$ cat src/rtl/bus_fabric_pkg.sv
// Shared types and default configuration for the bus fabric.
package bus_fabric_pkg;

  typedef enum logic [1:0] {
    ST_IDLE = 2'd0,
    ST_BUSY = 2'd1,
    ST_RESP = 2'd2
  } state_t;

  localparam int unsigned DEF_N_SLAVES = 4;
  localparam int unsigned DEF_ADDR_W   = 32;
  localparam int unsigned DEF_DATA_W   = 32;
  localparam int unsigned DEF_TIMEOUT  = 16;

  // Slot 0 lives in the LSBs of each table.
  localparam logic [DEF_N_SLAVES*DEF_ADDR_W-1:0] DEF_BASE_ADDRS =
    {32'h8000_0020, 32'h8000_0010, 32'h8000_0000, 32'h0000_0000};
  localparam logic [DEF_N_SLAVES*DEF_ADDR_W-1:0] DEF_ADDR_MASKS =
    {32'hFFFF_FFF0, 32'hFFFF_FFF0, 32'hFFFF_FFF0, 32'h8000_0000};

  // Index width that never collapses to zero bits.
  function automatic int unsigned clog2_min1(input int unsigned n);
    return (n > 1) ? $clog2(n) : 1;
  endfunction

endpackage

$ cat src/rtl/bus_fabric_decoder.sv
// Combinational address decoder: lowest matching slot wins.
module bus_addr_decoder
  import bus_fabric_pkg::*;
#(
  parameter int unsigned                      N_SLAVES   = DEF_N_SLAVES,
  parameter int unsigned                      ADDR_W     = DEF_ADDR_W,
  parameter logic [N_SLAVES*ADDR_W-1:0]       BASE_ADDRS = DEF_BASE_ADDRS,
  parameter logic [N_SLAVES*ADDR_W-1:0]       ADDR_MASKS = DEF_ADDR_MASKS,
  parameter int unsigned                      SEL_W      = clog2_min1(N_SLAVES)
) (
  input  logic [ADDR_W-1:0] addr,
  output logic [SEL_W-1:0]  sel,
  output logic              hit
);

  // Scan from the top so the lowest matching index is written last.
  always_comb begin
    sel = '0;
    hit = 1'b0;
    for (int i = int'(N_SLAVES) - 1; i >= 0; i--) begin
      if ((addr & ADDR_MASKS[i*ADDR_W +: ADDR_W]) == BASE_ADDRS[i*ADDR_W +: ADDR_W]) begin
        sel = SEL_W'(i);
        hit = 1'b1;
      end
    end
  end

endmodule

$ cat src/rtl/bus_fabric.sv
// Single-master bus fabric: decodes, forwards to one slave, waits for ack or timeout.
module bus_fabric
  import bus_fabric_pkg::*;
#(
  parameter int unsigned                N_SLAVES   = DEF_N_SLAVES,
  parameter int unsigned                ADDR_W     = DEF_ADDR_W,
  parameter int unsigned                DATA_W     = DEF_DATA_W,
  parameter logic [N_SLAVES*ADDR_W-1:0] BASE_ADDRS = DEF_BASE_ADDRS,
  parameter logic [N_SLAVES*ADDR_W-1:0] ADDR_MASKS = DEF_ADDR_MASKS,
  parameter int unsigned                TIMEOUT    = DEF_TIMEOUT
) (
  input  logic                       clk,
  input  logic                       rst_n,
  input  logic                       proc_rd_en_i,
  input  logic                       proc_wr_en_i,
  input  logic [ADDR_W-1:0]          proc_addr_i,
  input  logic [DATA_W-1:0]          proc_wdata_i,
  output logic [DATA_W-1:0]          proc_rdata_o,
  output logic                       proc_ack_o,
  output logic                       proc_err_o,
  output logic                       proc_busy_o,
  output logic [N_SLAVES-1:0]        slv_rd_en_o,
  output logic [N_SLAVES-1:0]        slv_wr_en_o,
  output logic [ADDR_W-1:0]          slv_addr_o,
  output logic [DATA_W-1:0]          slv_wdata_o,
  input  logic [N_SLAVES*DATA_W-1:0] slv_rdata_i,
  input  logic [N_SLAVES-1:0]        slv_ack_i,
  output logic [7:0]                 err_count_o
);

  localparam int unsigned SEL_W = clog2_min1(N_SLAVES);
  localparam int unsigned CNT_W = clog2_min1(TIMEOUT);

  state_t              state;
  logic [SEL_W-1:0]    dec_sel;
  logic                dec_hit;
  logic [SEL_W-1:0]    sel_q;
  logic                is_rd;
  logic [CNT_W-1:0]    wait_cnt;
  logic [N_SLAVES-1:0] dec_onehot;
  logic                sel_ack;
  logic [DATA_W-1:0]   sel_rdata;
  logic [7:0]          err_count_inc;
  logic                req_bad;

  bus_addr_decoder #(
    .N_SLAVES  (N_SLAVES),
    .ADDR_W    (ADDR_W),
    .BASE_ADDRS(BASE_ADDRS),
    .ADDR_MASKS(ADDR_MASKS),
    .SEL_W     (SEL_W)
  ) u_dec (
    .addr(proc_addr_i),
    .sel (dec_sel),
    .hit (dec_hit)
  );

  assign dec_onehot    = N_SLAVES'(1) << dec_sel;
  assign sel_ack       = slv_ack_i[sel_q];
  assign sel_rdata     = slv_rdata_i[sel_q*DATA_W +: DATA_W];
  assign err_count_inc = (err_count_o == 8'hFF) ? 8'hFF : err_count_o + 8'd1;
  assign req_bad       = (proc_rd_en_i && proc_wr_en_i) || !dec_hit;

  // Transaction FSM with all processor and slave outputs registered.
  always_ff @(posedge clk or negedge rst_n) begin
    if (!rst_n) begin
      state        <= ST_IDLE;
      sel_q        <= '0;
      is_rd        <= 1'b0;
      wait_cnt     <= '0;
      proc_rdata_o <= '0;
      proc_ack_o   <= 1'b0;
      proc_err_o   <= 1'b0;
      proc_busy_o  <= 1'b0;
      slv_rd_en_o  <= '0;
      slv_wr_en_o  <= '0;
      slv_addr_o   <= '0;
      slv_wdata_o  <= '0;
      err_count_o  <= '0;
    end else begin
      proc_ack_o <= 1'b0;
      unique case (state)
        ST_IDLE: begin
          if (proc_rd_en_i || proc_wr_en_i) begin
            slv_addr_o  <= proc_addr_i;
            slv_wdata_o <= proc_wdata_i;
            is_rd       <= proc_rd_en_i;
            sel_q       <= dec_sel;
            wait_cnt    <= '0;
            proc_busy_o <= 1'b1;
            if (req_bad) begin
              state        <= ST_RESP;
              proc_ack_o   <= 1'b1;
              proc_err_o   <= 1'b1;
              proc_rdata_o <= '0;
              err_count_o  <= err_count_inc;
            end else begin
              state       <= ST_BUSY;
              slv_rd_en_o <= proc_rd_en_i ? dec_onehot : '0;
              slv_wr_en_o <= proc_wr_en_i ? dec_onehot : '0;
            end
          end
        end
        ST_BUSY: begin
          // Ack wins over a timeout landing on the same cycle.
          if (sel_ack) begin
            state        <= ST_RESP;
            proc_ack_o   <= 1'b1;
            proc_err_o   <= 1'b0;
            proc_rdata_o <= is_rd ? sel_rdata : '0;
            slv_rd_en_o  <= '0;
            slv_wr_en_o  <= '0;
          end else if (wait_cnt == CNT_W'(TIMEOUT - 1)) begin
            state        <= ST_RESP;
            proc_ack_o   <= 1'b1;
            proc_err_o   <= 1'b1;
            proc_rdata_o <= '0;
            slv_rd_en_o  <= '0;
            slv_wr_en_o  <= '0;
            err_count_o  <= err_count_inc;
          end else begin
            wait_cnt <= wait_cnt + CNT_W'(1);
          end
        end
        ST_RESP: begin
          state       <= ST_IDLE;
          proc_busy_o <= 1'b0;
          proc_err_o  <= 1'b0;
        end
        default: state <= ST_IDLE;
      endcase
    end
  end

endmodule

$ cat config.mk
export PLATFORM = sky130hd
export DESIGN_NAME = bus_fabric
export DESIGN_NICKNAME = d
export VERILOG_FILES = /design/src/rtl/bus_fabric_pkg.sv /design/src/rtl/bus_fabric_decoder.sv /design/src/rtl/bus_fabric.sv
export SDC_FILE = /design/constraint.sdc
export NUM_CORES = 1
export LEC_CHECK = 0
export CAP_MARGIN = 20
export CELL_PAD_IN_SITES_DETAIL_PLACEMENT = 1
export CELL_PAD_IN_SITES_GLOBAL_PLACEMENT = 2
export CORE_MARGIN = 2
export CORE_UTILIZATION = 25
export CTS_BUF_LIST = sky130_fd_sc_hd__clkbuf_2
export DETAILED_ROUTE_END_ITERATION = 7
export HOLD_SLACK_MARGIN = 0.06
export PLACE_DENSITY = 0.95
export SLEW_MARGIN = 15
export SYNTH_ARGS = -nofsm -noshare
export SYNTH_HDL_FRONTEND = slang
export SYNTH_SLANG_ARGS = --single-unit
$ cat constraint.sdc
create_clock -name clk -period 5.6 [get_ports clk]
set_input_delay 1.12 -clock clk [delete_from_list [all_inputs] [get_ports clk]]
set_output_delay 1.12 -clock clk [all_outputs]
set_load 0.03 [all_outputs]
==> metrics.txt, run 1 <==
Yosys reg bits ~120; Crit path max-delay family compound AO/OA/AOI/OAI gates; root buf cell clkbuf_2; Area after DPL 9160 um2; final hold violation count 0; post-synth net total just over 700; final core occ 41.4%; Post-synth EDFFs 0; CP required 6170 ps; Design Area, Final 9340 um2; post-CTS resize count 0; Final period util 62.8%; Main synth FF type dfrtp_1; vias in the first global route 5877; post-synthesis instance total 523; Pwr Total 3.93 mW; initial DRC count 241; remaining global-route overflow 0; CTS buffer count 17; crit start category input port; r2r startpoint sel_q[0]; num rows 55; Max Cap Viol 0; Post-Layout Cell Count around 1100; Initial Utilization 25.4%; Die Ht 156 um; nets 1034; pwr dens 421 nW/um2; number of H-tree levels 4; crit path time final 3520 ps; clk_skew 57.1 ps; Final setup viols 0; WL final around 21000 um; max incr delay on CP just under 800 ps; peak supply drop 0.187 mV; total track usage between 10% and 20%; Vias/cell 4.71; largest net degree at the start of global routing 66; Worst-path clk slew roughly 220 ps; worst setup margin 2080 ps; Place WS between 1000 and 1500 ps; number of remaining DRC errors 0; IO Pins about 320; multi-input combinational cell area ~2500 um2; ys async rst share 100%; crit path max-delay cell type a21oi_4; global-route wire length before repair roughly 32000 um; worst hold margin roughly 340 ps; R2R cell count 6; Mean Syn Cell Area 11.0 um2; register area share after synthesis 54.1%; Relative slew margins between 30% and 40%; crit path DAT 4090 ps; Cells after DPL around 1100; worst-path cell chain clkdlybuf4s50_1 -> nor4b_1 -> nand2_1 -> a2111oi_4 -> o21ai_2 -> a21oi_4 -> a22o_1; RSZ-0062 raised after global routing false; Hold Path Class in2async; worst slew pin tran 959 ps; outcome complete, no violations; Yosys Warn Count 0; CTS tree done; Max Slew Vio Count 0; die area 24200 um2; CP Capture Type flop; leakage 4.05 nW; die width ~160 um; CP max FO 34; routability cong. 0.763; routed len/inst 18.5 um; post-synthesis cell type count 42; First-pass DRT Iterations 4; setup_tns 0 ps; WS Path Type in2reg; routed vias around 5300; Worst-Skew Late Latency 670 ps; Fillers 2533; Sequential Area just over 3000 um2; Cell Area, Synth 5740 um2; synth-to-layout area growth 62.7%; cts hold-fix bufs 0; PortBufs 314; clock tree buffer depth 2; Sink Count between 100 and 150; r2r setup slk 2520 ps; Max Clk Rate between 0.2 and 0.3 GHz; post-CTS setup buffer count 0; antenna-violating nets left 0; FF-to-FF End proc_rdata_o[11]; Core ar. between 20000 and 25000 um2; post-detail-place hpwl 16100 um; Worst Path Buf+Inv 1; layout cells sized above 1 10.7%; initial antenna violation count 3
[how the worst max path moves through the flow]
stage	to	start	slack [ps]	cells past startpoint
4_1_cts	proc_rdata_o[11]	proc_addr_i[26]	2170	7
5_1_grt	proc_rdata_o[11]	proc_addr_i[31]	2040	7
3_5_place_dp	proc_rdata_o[16]	proc_addr_i[26]	1440	7
3_3_place_gp	proc_rdata_o[6]	proc_addr_i[26]	1520	7
2_1_floorplan	err_count_o[5]	proc_addr_i[15]	2760	7
6_report	proc_rdata_o[11]	proc_addr_i[26]	2080	7
[kinds of logic after synthesis]
group / share of synthesized area (%)
simple gates: 18.1
flops: 54.1
compound gates: 8.42
mux: 15.5
buf+inv: 3.14
xor+xnor: 0.305
fa+ha+maj: 0.436
[state kept, by name, summed over array words and instances, names as in the netlist]
register	cells
slv_rd_en_o	4
proc_err_o	1
slv_addr_o	32
proc_rdata_o	32
proc_ack_o	1
err_count_o	8
proc_busy_o	1
slv_wdata_o	32
sel_q	2
slv_wr_en_o	4
state	2
is_rd	1
wait_cnt	4
[cell type report]
class | instances | area share [%]
Sequential cell | 124 | 33.2
Clock inverter | 13 | 0.844
Timing Repair Buffer | 321 | 34.2
Multi-Input combinational cell | 360 | 26.5
Antenna cell | 3 | 0.0804
Inverter | 8 | 0.322
Clock buffer | 19 | 1.02
Tap cell | 285 | 3.82
[report_power, final]
part / internal [mW] / switching [mW]
registers: 1.21 / 0.207
clock network: 0.112 / 0.355
logic: 0.852 / 1.20
total: 2.17 / 1.76
[cells in the final DEF (no fill, tap or decap), types with 7 or more instances in the layout]
master | synthesis | layout
clkdlybuf4s50_1 | 0 | 313
nand2_1 | 202 | 202
dfrtp_1 | 124 | 123
mux4_2 | 33 | 33
a22o_1 | 33 | 33
clkbuf_2 | 0 | 19
nor2_1 | 14 | 14
mux2_2 | 11 | 11
inv_1 | 8 | 8
buf_4 | 1 | 8
o21ai_0 | 7 | 7
[per-layer routing]
layer  track usage, %  vias to the layer above  share of wire, %
li1                 -                     2440                 -
met1             20.1                     2624                40
met2             29.3                      240                49
met3             6.63                       27               9.1
met4             6.07                        0               2.2
met5                0                        -                 0
[synth_stat cells (2+ instances only)]
cell type  instances  area [um2]
nor3_1             6        30.0
a21oi_1            4        20.0
buf_1              7        26.3
mux2_2            11         124
nand2_1          202         758
o21ai_0            7        35.0
nor2_1            14        52.6
mux4_2            33         743
dfrtp_1          124        3100
or3_1              2        12.5
nand2b_1           3        18.8
inv_1              8        30.0
ha_1               2        25.0
a22o_1            33         289
nand3_1            6        30.0
nor4_1             4        25.0
nand4_1            5        31.3
clkbuf_1          19        71.3
and3_1             6        37.5
xnor2_1            2        17.5
buf_6              4        45.0
(Power assumes the default switching activity.)
==> run 2: changes to the inputs <==
--- a/config.mk
+++ b/config.mk
@@ -9,11 +9,11 @@
 export CELL_PAD_IN_SITES_DETAIL_PLACEMENT = 1
 export CELL_PAD_IN_SITES_GLOBAL_PLACEMENT = 2
 export CORE_MARGIN = 2
-export CORE_UTILIZATION = 25
+export CORE_UTILIZATION = 23
 export CTS_BUF_LIST = sky130_fd_sc_hd__clkbuf_2
 export DETAILED_ROUTE_END_ITERATION = 7
 export HOLD_SLACK_MARGIN = 0.06
-export PLACE_DENSITY = 0.95
+export PLACE_DENSITY = 0.9
 export SLEW_MARGIN = 15
 export SYNTH_ARGS = -nofsm -noshare
 export SYNTH_HDL_FRONTEND = slang
==> constraint.sdc (replaced) <==
create_clock -name clk -period 3.4 [get_ports clk]
set_input_delay 0.68 -clock clk [delete_from_list [all_inputs] [get_ports clk]]
set_output_delay 0.68 -clock clk [all_outputs]
set_load 0.03 [all_outputs]
==> run 2 against run 1 <==
  * Routed wire length rose by 0.59%
  * Die area grew 8.5%
  * Final area up 2.5%
  * Largest power group unchanged
  * Hold slack gained 160 ps
  * Highest routed layer unchanged
  * Combinational power is 68% higher
  * Non-clock buffer count up 7
  * Clock power increased by 120%
==> metrics.txt, run 2 (same netlist as run 1, synthesis figures left out) <==
outcome complete, no violations (unchanged); setup_tns 0 ps (unchanged); largest registers proc_rdata_o x32, slv_addr_o x32, slv_wdata_o x32 (unchanged); CP Capture Type primary output (was flop); worst slew pin tran 808 ps (was 959 ps); antenna-violating nets left 0 (unchanged); global-route wire length before repair 33300 um (was 32300 um); largest net degree at the start of global routing 59 (was 66); worst hold path startpoint slv_wdata_o[9]; met1 WL 8590 um (was 8320 um); routability cong. 0.778 (was 0.763); IO Pins 315 (unchanged); Fillers 2727 (was 2533); num rows 57 (was 55); layout cells sized above 1 11.2% (was 10.7%); met2 routed WL 10000 um (was 10300 um); max incr delay on CP 730 ps (was 790 ps); Final setup viols 0 (unchanged); initial DRC count 195 (was 241); die width 162 um (was 156 um); post-CTS resize count 0 (unchanged); clk_skew 58.8 ps (was 57.1 ps); root buf cell clkbuf_2 (unchanged); crit start category flop (was input port); Die Ht 162 um (was 156 um); final hold violation count 0 (unchanged); worst-path cell chain clkdlybuf4s50_1 (was clkdlybuf4s50_1 -> nor4b_1 -> nand2_1 -> a2111oi_4 -> o21ai_2 -> a21oi_4 -> a22o_1); WS Path Type reg2out (was in2reg); Max Clk Rate 0.380 GHz; WL final 21100 um (was 20900 um); Hold Path Class reg2reg (was in2async); Max Cap Viol 0 (unchanged); Max Slew Vio Count 0 (unchanged); r2r startpoint sel_q[0] (unchanged); CP startpoint err_count_o[0] (was proc_addr_i[26]); Worst-Skew Late Latency 680 ps (was 670 ps); Sink Count 124 (unchanged); Worst Path Buf+Inv 1 (unchanged); synth-to-layout area growth 66.7% (was 62.7%); number of H-tree levels 4 (unchanged); CP required 2720 ps (was 6170 ps); Design Area, Final 9570 um2 (was 9340 um2); pwr dens 715 nW/um2 (was 421 nW/um2); r2r setup slk 1110 ps (was 2520 ps); worst setup margin 766 ps (was 2080 ps); post-detail-place hpwl 16000 um (was 16100 um); final core occ 39.2% (was 41.4%); multi-input combinational cell area 2470 um2 (unchanged); Initial Utilization 23.5% (was 25.4%); nets 1041 (was 1034); commonest cells after routing, fill and taps aside clkdlybuf4s50_1 (313), nand2_1 (202), dfrtp_1 (123) (unchanged); Relative slew margins 45.9% (was 35.9%); First-pass DRT Iterations 4 (unchanged); post-CTS setup buffer count 0 (unchanged); vias in the first global route 5940 (was 5877); Vias/cell 4.54 (was 4.71); Place WS 173 ps (was 1440 ps); Core ar. 24400 um2 (was 22600 um2); RSZ-0062 raised after global routing false (unchanged); crit path time final 2630 ps; Final period util 77.5%; Max Used Layer met4 (unchanged); Sequential Area 3100 um2 (unchanged); total track usage 16.3% (was 17.3%); routed len/inst 17.9 um (was 18.5 um); Worst-path clk slew 210 ps (was 220 ps); clock tree buffer depth 2 (unchanged); routed vias 5341 (was 5331); CTS tree done (unchanged); crit path DAT 1950 ps (was 4090 ps); PortBufs 314 (unchanged); number of remaining DRC errors 0 (unchanged); peak supply drop 0.437 mV (was 0.187 mV); leakage 4.15 nW (was 4.05 nW); Pwr Total 6.84 mW (was 3.93 mW); initial antenna violation count 1 (was 3); CTS buffer count 17 (unchanged); remaining global-route overflow 0 (unchanged); crit path max-delay cell type clkdlybuf4s50_1 (was a21oi_4); CP max FO 7 (was 34); most common cell after layout, fill and taps aside clkdlybuf4s50_1 (unchanged); die area 26200 um2 (was 24200 um2); Crit path max-delay family buffers and inverters (was compound AO/OA/AOI/OAI gates); Detail Route met3 WL 2050 um (was 1900 um); Area after DPL 9300 um2 (was 9160 um2)
[run 2: changes by cell type in the layout (fill, tap and decap cells not counted), sizes merged]
cell / change
diode: -2
clkinv: -3
buf: +6
inv: -1
dlygate4sd3: +1
bufinv: +4
clkbuf: +2
clkinvlp: -3
[run 2: worst paths after layout]
path / end / cells after the start
worst min-delay path: slv_wdata_o[9] / 2
worst max-delay path: err_count_o[0] / 1
min in group asynchronous: proc_rdata_o[31] / 2
max in group asynchronous: slv_wdata_o[15] / 3
worst min register to register: slv_wdata_o[9] / 2
worst max register to register: slv_wr_en_o[3] / 5
[run 2: per-layer routing]
| metal | global-route usage, % | vias up |
|---|---|---|
| met3 | 6.10 | 26 |
| li1 | - | 2460 |
| met2 | 26.9 | 236 |
| met5 | 0 | - |
| met1 | 19.3 | 2619 |
| met4 | 5.95 | 0 |
[run 2: layout make-up]
class / instances / share of cell area, %
flip-flops and latches: 124 / 32.4
repair buffers: 328 / 34.5
multi-input cells: 360 / 25.8
clock inverters: 10 / 1.56
inverters: 8 / 0.314
diodes: 1 / 0.0262
well taps: 324 / 4.24
clock buffers: 21 / 1.10
[run 2: repair_timing]
item,CTS,global route
hold buffers,1,0
endpoints found under the setup margin,0,0
hold endpoints to repair,52,0
[run 2: power by group]
| part | total [mW] | internal [mW] | switching (mW) |
|---|---|---|---|
| Clock | 1.05 | 0.482 | 0.565 |
| Combinational | 3.45 | 1.46 | 1.99 |
| Sequential | 2.34 | 1.99 | 0.353 |
[run 2: stage by stage]
stage	hold slack, ps	instances
final	496	1176
after global routing	387	1176
after CTS	383	1175
after detailed placement	462	1143
after global placement	456	1143
after floorplan	384	523
==> run 3: changes to the inputs <==
==> constraint.sdc (replaced) <==
create_clock -name clk -period 2.8 [get_ports clk]
set_input_delay 0.56 -clock clk [delete_from_list [all_inputs] [get_ports clk]]
set_output_delay 0.56 -clock clk [all_outputs]
set_load 0.03 [all_outputs]
==> run 3 against run 2 <==
  * First-iteration DRC count is 6.7% higher
  * Sequential cell count did not move
  * Largest power group unchanged
  * Die area did not move
  * Clock skew shrank 7.2 ps
  * Critical endpoint unchanged
  * Non-clock buffer count is 8 higher
  * Core utilization rose by 0.33 points
  * Clock-buffer cell count decreased by 4
  * Sequential power increased by 22%
  * Via count up 1.1%
==> metrics.txt, run 3 (same netlist as run 1, synthesis figures left out) <==
Initial Utilization 23.5% (unchanged); crit path max-delay cell type clkdlybuf4s50_1 (unchanged); Post-Layout Cell Count 1184 (was 1176); number of H-tree levels 4 (unchanged); FF-to-FF End slv_wr_en_o[3] (unchanged); IO Pins 315 (unchanged); initial DRC count 208 (was 195); r2r startpoint sel_q[0] (unchanged); number of remaining DRC errors 0 (unchanged); final hold violation count 0 (unchanged); largest net degree at the start of global routing 50 (was 59); initial antenna violation count 1 (unchanged); Final setup viols 0 (unchanged); r2r setup slk 640 ps (was 1110 ps); GRT Max-Usage Layer met2 (unchanged); outcome complete, no violations (unchanged); Relative slew margins 56.4% (was 45.9%); post-detail-place hpwl 16000 um (about the same); max incr delay on CP 740 ps (was 730 ps); leakage 4.18 nW (was 4.15 nW); Sink Count 124 (unchanged); Design Area, Final 9650 um2 (was 9570 um2); Hold Path Class in2reg (was reg2reg); Max Cap Viol 0 (unchanged); largest registers proc_rdata_o x32, slv_addr_o x32, slv_wdata_o x32 (unchanged); pwr dens 863 nW/um2 (was 715 nW/um2); root buf cell clkbuf_2 (unchanged); nets 1049 (was 1041); PortBufs 314 (unchanged); Flop pwr share 34.2% (about the same); Final period util 87.7%; worst slew pin tran 654 ps (was 808 ps); Die Ht 162 um (unchanged); total track usage 16.2% (was 16.3%); layout cells sized above 1 12.1% (was 11.2%); Vias/cell 4.56 (was 4.54); crit path DAT 1890 ps (was 1950 ps); First-pass DRT Iterations 5 (was 4); remaining global-route overflow 0 (unchanged); Hold Path End slv_wdata_o[14] (was slv_wdata_o[9]); CP max FO 7 (unchanged); Max Clk Rate 0.407 GHz; GR Util met1 18.7% (was 19.3%); most common cell after layout, fill and taps aside clkdlybuf4s50_1 (unchanged); Worst-path clk slew 200 ps (was 210 ps); routability cong. 0.784 (was 0.778); commonest cells after routing, fill and taps aside clkdlybuf4s50_1 (313), nand2_1 (202), dfrtp_1 (123) (unchanged); antenna-violating nets left 0 (unchanged); internal power 4.77 mW (was 3.93 mW); clk_skew 51.7 ps (was 58.8 ps); vias in the first global route 5955 (was 5940); die area 26200 um2 (unchanged); RSZ-0062 raised after global routing false (unchanged); worst hold path startpoint proc_wdata_i[14] (was slv_wdata_o[9]); routed len/inst 17.9 um (about the same); crit start category flop (unchanged); Crit path max-delay family buffers and inverters (unchanged); Max Slew Vio Count 0 (unchanged); Worst-Skew Late Latency 690 ps (was 680 ps); crit path time final about 2500 ps; P_sw 3.55 mW (was 2.91 mW); synth-to-layout area growth 68.1% (was 66.7%); clock tree buffer depth 2 (unchanged); Core ar. 24400 um2 (unchanged); num rows 57 (unchanged); peak supply drop 0.516 mV (was 0.437 mV); switching share of total power 42.7% (was 42.5%); worst hold stages 3 (was 2); Clk pwr share 15.3% (about the same); R2R cell count 5 (unchanged); WS Path Type reg2out (unchanged); final core occ 39.6% (was 39.2%); routed vias 5400 (was 5341); die width 162 um (unchanged); CTS tree done (unchanged); GR Util met2 27.8% (was 26.9%); Area after DPL 9370 um2 (was 9300 um2); worst-path cell chain clkdlybuf4s50_1 (unchanged); CP Capture Type primary output (unchanged); global-route wire length before repair 33000 um (was 33300 um); Worst Path Buf+Inv 1 (unchanged); CP required 2240 ps (was 2720 ps); CTS buffer count 17 (unchanged); Cells after DPL 1151 (was 1143); met3 Use GR 6.66% (was 6.10%); Gate power share 50.5% (was 50.4%); WL final 21200 um (was 21100 um)
==> run 3: cell types whose count changed in the layout (fill, tap and decap cells not counted) <==
cell / previous run / this run
clkinv_2: 1 / 3
clkinv_1: 4 / 3
clkinvlp_4: 0 / 3
buf_12: 4 / 5
buf_4: 10 / 17
clkbuf_2: 21 / 17
==> run 3: metal layers <==
metal	up-vias	routed length (um)
li1	2469	-
met1	2674	8520
met2	237	10500
met3	20	1910
met4	0	299
met5	-	0
==> run 3: metrics by stage <==
stage	setup TNS (ps)	setup WS, ps	hold WS, ps	total power [mW]
3_5_place_dp	-13710	-322	461	7.13
4_1_cts	0	210	256	8.48
3_3_place_gp	-9290	-260	457	7.05
2_1_floorplan	0	524	264	5.03
5_1_grt	0	147	241	8.87
6_report	0	345	388	8.32
==> run 3: what timing repair did <==
| item | in CTS | in global routing |
|---|---|---|
| hold buffers | 1 | 0 |
| buffers inserted | 0 | 0 |
| hold endpoints to repair | 42 | 0 |
| resized for setup | 0 | 0 |
==> run 3: worst reg2reg max path: cells and delay by family, from the launching register on <==
family / cells / cell delay (ps)
multiplexers: 2 / 960
flip-flops: 1 / 440
AO/OA/AOI/OAI: 1 / 380
AND/OR/NAND/NOR: 2 / 290
==> run 3: worst max-delay path by stage <==
stage	cells after the start	from	end	slack, ps
2_1_floorplan	7	proc_addr_i[15]	err_count_o[5]	520
3_3_place_gp	7	proc_addr_i[9]	err_count_o[5]	-260
3_5_place_dp	7	proc_addr_i[9]	err_count_o[5]	-320
4_1_cts	1	err_count_o[0]	err_count_o[0]	210
5_1_grt	1	err_count_o[1]	err_count_o[1]	150
6_report	1	err_count_o[0]	err_count_o[0]	350
==> run 3: power by group through the flow <==
stage          combinational (mW)  sequential [mW]  clock, mW
2_1_floorplan               0.984             4.04          0
3_3_place_gp                 4.19             2.86          0
3_5_place_dp                 4.25             2.89          0
4_1_cts                      4.26             2.86       1.36
5_1_grt                      4.50             2.94       1.43
6_report                     4.20             2.85       1.27
==> run 3: final cells by class <==
class,count,area [um2]
clock buffers,17,85.1
repair buffers,336,3370
inverters,8,30.0
flip-flops and latches,124,3100
clock inverters,14,178
multi-input cells,360,2470
well taps,324,405
fillers,2741,14700
diodes,1,2.50
